[src/rtl/memory_stage_pkg.sv]
// memory_stage_pkg: shared FSM states, access-size encoding and byte-enable helpers for memory_stage.
package memory_stage_pkg;
  typedef enum logic {IDLE, REQ} state_t;
  typedef enum logic {SZ_WORD, SZ_BYTE} size_t;
  localparam logic [3:0] BE_WORD  = 4'b1111;
  localparam logic [3:0] BE_BYTE0 = 4'b1000;
  // Big-endian: byte offset 0 lives in bits 31:24, so the lane mask walks right with the offset.
  function automatic logic [3:0] byte_enables(input size_t size, input logic [1:0] off);
    return size == SZ_BYTE ? BE_BYTE0 >> off : BE_WORD;
  endfunction
endpackage

[src/rtl/memory_stage_load_align.sv]
// load_align: selects the addressed big-endian byte of a read word and sign/zero extends it.
//   rdata    - raw word from data memory
//   offset   - byte offset within the word (0 = bits 31:24)
//   byte_acc - 1 = byte load, 0 = word load (rdata passes through)
//   uns      - 1 = zero-extend the byte, 0 = sign-extend
//   data     - aligned writeback value
module load_align (
  input  logic [31:0] rdata,
  input  logic [1:0]  offset,
  input  logic        byte_acc,
  input  logic        uns,
  output logic [31:0] data
);
  logic [7:0] b;
  always_comb begin
    b = 8'(rdata >> {~offset, 3'b000});
    data = byte_acc ? {{24{b[7] & ~uns}}, b} : rdata;
  end
endmodule

[src/rtl/memory_stage.sv]
// memory_stage: data-memory access stage between execute and the register-file write port.
//   in_valid/in_ready            - execute handshake; ready only while idle
//   aluOut/rBOut/dmwe/rwe/rwd/.. - execute result and controls
//   dm_*                         - req/ack data-memory port, held stable until dm_ack
//   wb_*                         - one-cycle writeback packet
//   align_err/bus_err            - one-cycle pulses for dropped accesses
module memory_stage
  import memory_stage_pkg::*;
#(
  parameter int ACK_TIMEOUT = 255,
  parameter int TO_W = 8
) (
  input  logic        clock,
  input  logic        reset_n,
  input  logic        in_valid,
  output logic        in_ready,
  input  logic [31:0] aluOut,
  input  logic [31:0] rBOut,
  input  logic        dmwe,
  input  logic        rwe,
  input  logic        rwd,
  input  logic [4:0]  rdst,
  input  logic        byte_acc,
  input  logic        uns,
  output logic        dm_req,
  output logic        dm_we,
  output logic [31:0] dm_addr,
  output logic [3:0]  dm_be,
  output logic [31:0] dm_wdata,
  input  logic        dm_ack,
  input  logic [31:0] dm_rdata,
  output logic        wb_valid,
  output logic        wb_rwe,
  output logic [4:0]  wb_rd,
  output logic [31:0] wb_data,
  output logic        align_err,
  output logic        bus_err
);
  state_t state, state_n;
  size_t size_in, l_size;
  logic [TO_W-1:0] cnt;
  logic [4:0] l_rd;
  logic [1:0] l_off;
  logic l_rwe, l_uns;
  logic accept, mem_op, misalign, done, timeout, wb_alu, wb_load;
  logic [31:0] ld_data;
  always_comb begin
    size_in = byte_acc ? SZ_BYTE : SZ_WORD;
    accept = state == IDLE && in_valid;
    mem_op = dmwe || rwd;
    misalign = mem_op && size_in == SZ_WORD && aluOut[1:0] != 2'b00;
    done = state == REQ && dm_ack;
    // An ack on the final allowed cycle takes priority over the timeout.
    timeout = state == REQ && !dm_ack && cnt == TO_W'(ACK_TIMEOUT - 1);
    wb_alu = accept && !mem_op;
    wb_load = done && !dm_we;
    state_n = state == IDLE ? (accept && mem_op && !misalign ? REQ : IDLE)
                            : (done || timeout ? IDLE : REQ);
  end
  always_ff @(posedge clock or negedge reset_n)
    if (!reset_n) state <= IDLE;
    else state <= state_n;
  load_align u_load_align (
    .rdata(dm_rdata),
    .offset(l_off),
    .byte_acc(l_size == SZ_BYTE),
    .uns(l_uns),
    .data(ld_data)
  );
  always_ff @(posedge clock or negedge reset_n)
    if (!reset_n) begin
      in_ready <= 1'b1;
      dm_req <= 1'b0;
      dm_we <= 1'b0;
      dm_addr <= '0;
      dm_be <= '0;
      dm_wdata <= '0;
      wb_valid <= 1'b0;
      wb_rwe <= 1'b0;
      wb_rd <= '0;
      wb_data <= '0;
      align_err <= 1'b0;
      bus_err <= 1'b0;
      cnt <= '0;
      l_rd <= '0;
      l_rwe <= 1'b0;
      l_uns <= 1'b0;
      l_off <= '0;
      l_size <= SZ_WORD;
    end else begin
      in_ready <= state_n == IDLE;
      dm_req <= state_n == REQ;
      align_err <= accept && misalign;
      bus_err <= timeout;
      wb_valid <= wb_alu || wb_load;
      // r0 is hardwired, so writes to it are suppressed while the pulse still fires.
      wb_rwe <= wb_alu ? rwe && rdst != 5'd0 : wb_load && l_rwe && l_rd != 5'd0;
      cnt <= state == REQ && !dm_ack ? cnt + 1'b1 : '0;
      if (wb_alu) begin
        wb_rd <= rdst;
        wb_data <= aluOut;
      end
      if (wb_load) begin
        wb_rd <= l_rd;
        wb_data <= ld_data;
      end
      if (state == IDLE && state_n == REQ) begin
        l_rd <= rdst;
        l_rwe <= rwe;
        l_uns <= uns;
        l_off <= aluOut[1:0];
        l_size <= size_in;
        dm_we <= dmwe;
        dm_addr <= {aluOut[31:2], 2'b00};
        dm_be <= byte_enables(size_in, aluOut[1:0]);
        dm_wdata <= size_in == SZ_BYTE ? {4{rBOut[7:0]}} : rBOut;
      end
    end
endmodule

[config.mk]
export PLATFORM = sky130hd
export DESIGN_NAME = memory_stage
export DESIGN_NICKNAME = d
export VERILOG_FILES = /design/src/rtl/memory_stage_pkg.sv /design/src/rtl/memory_stage_load_align.sv /design/src/rtl/memory_stage.sv
export SDC_FILE = /design/constraint.sdc
export NUM_CORES = 1
export LEC_CHECK = 0
export ABC_CLOCK_PERIOD_IN_PS = 1540
export CORE_MARGIN = 8
export CORE_UTILIZATION = 41
export DETAILED_ROUTE_END_ITERATION = 7
export GPL_TIMING_DRIVEN = 1
export PLACE_DENSITY = 0.85
export SLEW_MARGIN = 20
export SYNTH_ARGS = -nofsm -noshare
export SYNTH_HDL_FRONTEND = slang
export SYNTH_SLANG_ARGS = --single-unit
[constraint.sdc]
create_clock -name clock -period 1.54 [get_ports clock]
set_input_delay 0.154 -clock clock [delete_from_list [all_inputs] [get_ports clock]]
set_output_delay 0.154 -clock clock [all_outputs]
set_load 0.02 [all_outputs]
Word-level counts from Yosys, hierarchy flattened
Index checks and enable logic that the tools add are counted.
Operators by class
  reduce and logical (&&, ||, !) cells: 26
  shift-type cells: 2
  bitwise gates (word level): 6
  multiplexer cells: 13
  add/subtract/negate cells: 1
  equal/unequal tests: 1
Operator list (count)
  $mux W32: 4
  $shr A32 B5 Y8: 1
  $logic_and A1 B1 Y1: 15
  $mux W5: 2
  $reduce_bool A5 Y1: 2
  $add A8 B1 Y8 const B: 1
  $eq A8 B8 Y1 const B: 1
  $mux W8: 1
  $mux W1: 5
  $logic_not A1 Y1: 4
  $mux W4: 1
  $not A1 Y1: 4
  $reduce_bool A2 Y1: 2
  $shr A4 B2 Y4 const A: 1
  $logic_or A1 B1 Y1: 3
  $not A2 Y2: 1
  $and A1 B1 Y1: 1
Storage, ports and cells
  input port bits: 110
  output and inout port bits: 112
  logic and storage cells: 67
  flip-flop bits (word level): 128

Logic depth before layout (Yosys ltp)
  depth after elaboration: 9
  gate-level depth with buffers: 6
  mapped depth without buffers: 5

Modules after synthesis
Synthesis repeated with hierarchy kept, for this count alone.
Second synthesis, totals
  cell total of the unflattened synthesis: 618
  area, all modules: 6617.6 µm²
By module, submodules not included
  memory_stage: sequential area each 3204.3 µm², cells each 513, area an instance 5941.9 µm², instances 1
  load_align: sequential area each 0.0 µm², cells each 105, area an instance 675.6 µm², instances 1

Least setup slack after synthesis
No wires, ideal clock.
  path type: reg-to-reg
  start point: reg dm_req (netlist name)
  end point: reg wb_data[21]
  path slack: -0.106 ns
  data required time: 1.396 ns
  cell stages (with the launch flop): 6
  clock period less this slack: 1.646 ns
  path buffers: 2
  arrival: 1.502 ns
  library setup time: 0.144 ns
  cell sequence: dfrtp_1 or4b_1 buf_6 buf_6 nand2_1 a32oi_1
RTL lines
  end signal: assignment: line memory_stage.sv:101  | wb_data <= aluOut;
  end signal: assignment: line memory_stage.sv:105  | wb_data <= ld_data;
  end: declaration: line memory_stage.sv:35  | output logic [31:0] wb_data,

Worst setup path in the final report
  start point: reg l_off[1]
  end point: reg wb_data[14]
Between the ends
  cells in the longest elaborated chain, start to end: 5
RTL lines
  start: declaration: line memory_stage.sv:43  | logic [1:0] l_off;
  start signal: assignment: line memory_stage.sv:111  | l_off <= aluOut[1:0];
  $not A2 Y2: line memory_stage_load_align.sv:16  | b = 8'(rdata >> {~offset, 3'b000});
  $shr A32 B5 Y8: line memory_stage_load_align.sv:16
  $and A1 B1 Y1: line memory_stage_load_align.sv:17  | data = byte_acc ? {{24{b[7] & ~uns}}, b} : rdata;
  $mux W32: line memory_stage_load_align.sv:17
  $mux W32: line memory_stage.sv:103  | if (wb_load) begin
Every way passes these cells.
A chain may end at the register's enable or synchronous reset.

==> metrics.txt <==
largest net degree at the start of global routing=45; post-synthesis cell type count=47; flop2flop setup slack=-0.09 ns; TritonCTS clock tree=built; Clock Path Buffers=2; vias per cell=5.365; DRC Markers=0; Final Wtd Congestion=0.8078; Clk pwr share=30.6%; total track usage=21.30%; Post-synth ARST share=100.0%; worst r2r dst=wb_data[14]; RSZ-0062 raised after global routing=yes; sequential share of the synthesized area=52.90%; Layout Skew=0.005088 ns; Synth Warn #=0; clk_lat worst skew=0.42 ns; Routed WL per cell=20.31 um; Crit Path Max Fanout=24; Leak Pwr=4.433 nW; pre-CTS setup slack=-0.4258 ns; wire length of the first global-routing pass=30770 um; synth top area cells=dfrtp_1, mux2_1, nand2_1; pwr dens=1512 nW/um^2; Logic pwr share=34.8%; H-tree levels=4; Max rail drop VDD=0.0008175 V; worst-path cell chain=buf_6, mux2_4, a221oi_4, buf_12, a32oi_1; critical path's top delay family=flip-flops; Final WS setup=-0.08568 ns; Mapped Cells=542; Critical Path AT=1.90 ns; Std-Cell Rows=44; Nets=904; via count=5306; CP peak stage delay=0.41 ns; vias in the first global route=5663; Final Hold Fails=0; dpl cells=960; critical path capture point type=register; WHS=0.2720 ns; Syn Area/Cell=11.18 um^2; r2r startpoint=l_off[1]; Critical Path Start=l_off[1]; status=complete, but fails checks; core area=14480 um^2; mapped cell area=6057 um^2; fin crit period=1.626 ns; initial antenna violation count=0; cell taking the most area after synthesis=dfrtp_1; Initial Util=41.83%; n_diodes=0; NetSw=4.889 mW; Post-synth EDFFs=0; CTS buffer count=17; ys flop type=dfrtp_1; Power Total=14.26 mW; final std cells w/o fill=989; 1st-pass router iterations=5; setup_tns=-1.287 ns; count leader, synth=dfrtp_1; commonest cells in the netlist=dfrtp_1, nand2_1, mux2_1; Port Buffers=219; global route overflow=0; Routed Wire Length=20080 um; slowest stage cell, crit path=dfrtp_1; WS Path Type=reg -> reg; Starting DRT DRC Count=267; Ports=222; top cell type's share of synthesized area=52.47%; Int Power=9.366 mW; post-DP HPWL=14980 um; Die W=137.5 um; Critical Path Start Type=register; Sw Share=34.30%; R2R cell count=5; Area Overhead vs Synth=55.61%; clk sinks=128; failing checks=setup timing; fill count=1103; area of the die=18920 um^2; max-slew violation count=0; root buffer cell=clkbuf_16; sequential share of power=34.5%; Clock transition at path regs=0.06 ns; Max Fclk=0.6151 GHz; count of final setup violators=29; Required @ worst endpoint=1.82 ns; CP Buf/Inv Count=2; FF+latch count, synth=128; Routed Antenna Nets=0; max_cap viols=0; DIE HEIGHT=137.5 um; share of layout cells above drive strength 1=14.04%; period utilization=105.6%; Hold WC Path Type=in -> async
power groups by stage:
stage / clock, mW / sequential, mW / combinational [mW]
finish: 4.37 / 4.92 / 4.96
global route: 4.58 / 5.05 / 5.29
CTS: 4.44 / 4.93 / 5.02
detailed placement: 0 / 5.00 / 5.46
global placement: 0 / 4.95 / 5.35
floorplan: 0 / 6.00 / 1.43
worst reg2reg max path: stages, from the launching register on:
cell and delay, ns:
dfrtp_1 0.41, buf_6 0.14, mux2_4 0.31, a221oi_4 0.30, buf_12 0.21, a32oi_1 0.10
placed cells by master (no fill, tap or decap), types with 3 or more instances in the layout:
master,synthesis,layout
a2111oi_4,0,6
a21bo_2,3,3
a21oi_1,4,4
a31oi_1,8,8
a32oi_1,25,25
and3_1,7,6
and4b_1,7,7
buf_12,0,8
buf_4,9,37
buf_6,7,4
bufinv_16,0,4
clkbuf_16,0,17
clkdlybuf4s50_1,0,111
dfrtp_1,127,125
dlygate4sd2_1,0,95
dlymetal6s2s_1,0,12
inv_1,31,31
inv_6,0,3
mux2_1,67,67
mux2_2,11,10
mux2i_1,14,14
nand2_1,94,94
nand2b_1,3,3
nand3_1,8,8
nor2_1,12,12
nor2b_1,10,8
o21ai_0,31,31
o221ai_1,3,3
or3_1,3,3
cells by family after synthesis:
logic type,count (synthesis),share of synthesized area (%)
adders and majority gates,2,0.4131
buffers and inverters,69,5.908
muxes,93,17.06
and+or+nand+nor,159,12.62
xor gates and xnor gates,3,0.4339
DFF,128,52.90
other,1,0.06191
AOI/OAI and AO/OA,87,10.60
timing repair:
item                                    4_1_cts  5_1_grt
resized for setup                           121       17
buffers inserted                              3        0
endpoints found under the setup margin      128       45
pin swaps                                     2        3
hold buffers                                  1        0
hold endpoints to repair                     27        0
layout make-up:
class	instances	area (um^2)	area share (%)
Clock inverter	12	180.2	1.912
Inverter	31	116.4	1.235
Sequential cell	128	3207	34.02
Multi-Input combinational cell	346	2649	28.10
Timing Repair Buffer	268	2586	27.44
Clock buffer	20	456.7	4.845
Tap cell	184	230.2	2.443
routing by layer:
| metal | global-route usage, % | up-vias | wire (um) |
|---|---|---|---|
| met3 | 7.330 | 34 | 2325 |
| met2 | 35.85 | 258 | 9803 |
| li1 | - | 2412 | - |
| met4 | 8.690 | 0 | 505 |
| met5 | 0 | - | 0 |
| met1 | 24.24 | 2602 | 7448 |
sequential cells by signal (all words and copies together) (netlist names):
signal / cells
l_size: 1
l_rwe: 1
dm_wdata: 32
l_rd: 5
in_ready: 1
cnt: 8
align_err: 1
wb_rwe: 1
wb_rd: 5
dm_req: 1
dm_addr: 30
dm_be: 4
l_off: 2
dm_we: 1
bus_err: 1
l_uns: 1
wb_data: 32
wb_valid: 1
how the worst max path moves through the flow:
stage	end	slack [ns]	cells after the start
after floorplan	wb_data[21]	-0.002	5
after global placement	wb_data[14]	-0.35	5
after detailed placement	wb_data[25]	-0.43	5
after CTS	wb_data[14]	-0.1	5
after global routing	wb_data[20]	-0.12	5
final	wb_data[14]	-0.09	5
stage by stage:
stage          utilization (%)  instance area (um^2)
2_1_floorplan                -                  6070
3_3_place_gp             60.39                  8743
3_5_place_dp             60.39                  8743
4_1_cts                  64.74                  9374
5_1_grt                  65.10                  9425
6_report                 65.10                  9425
No activity file was read; power rests on OpenSTA's default activity.
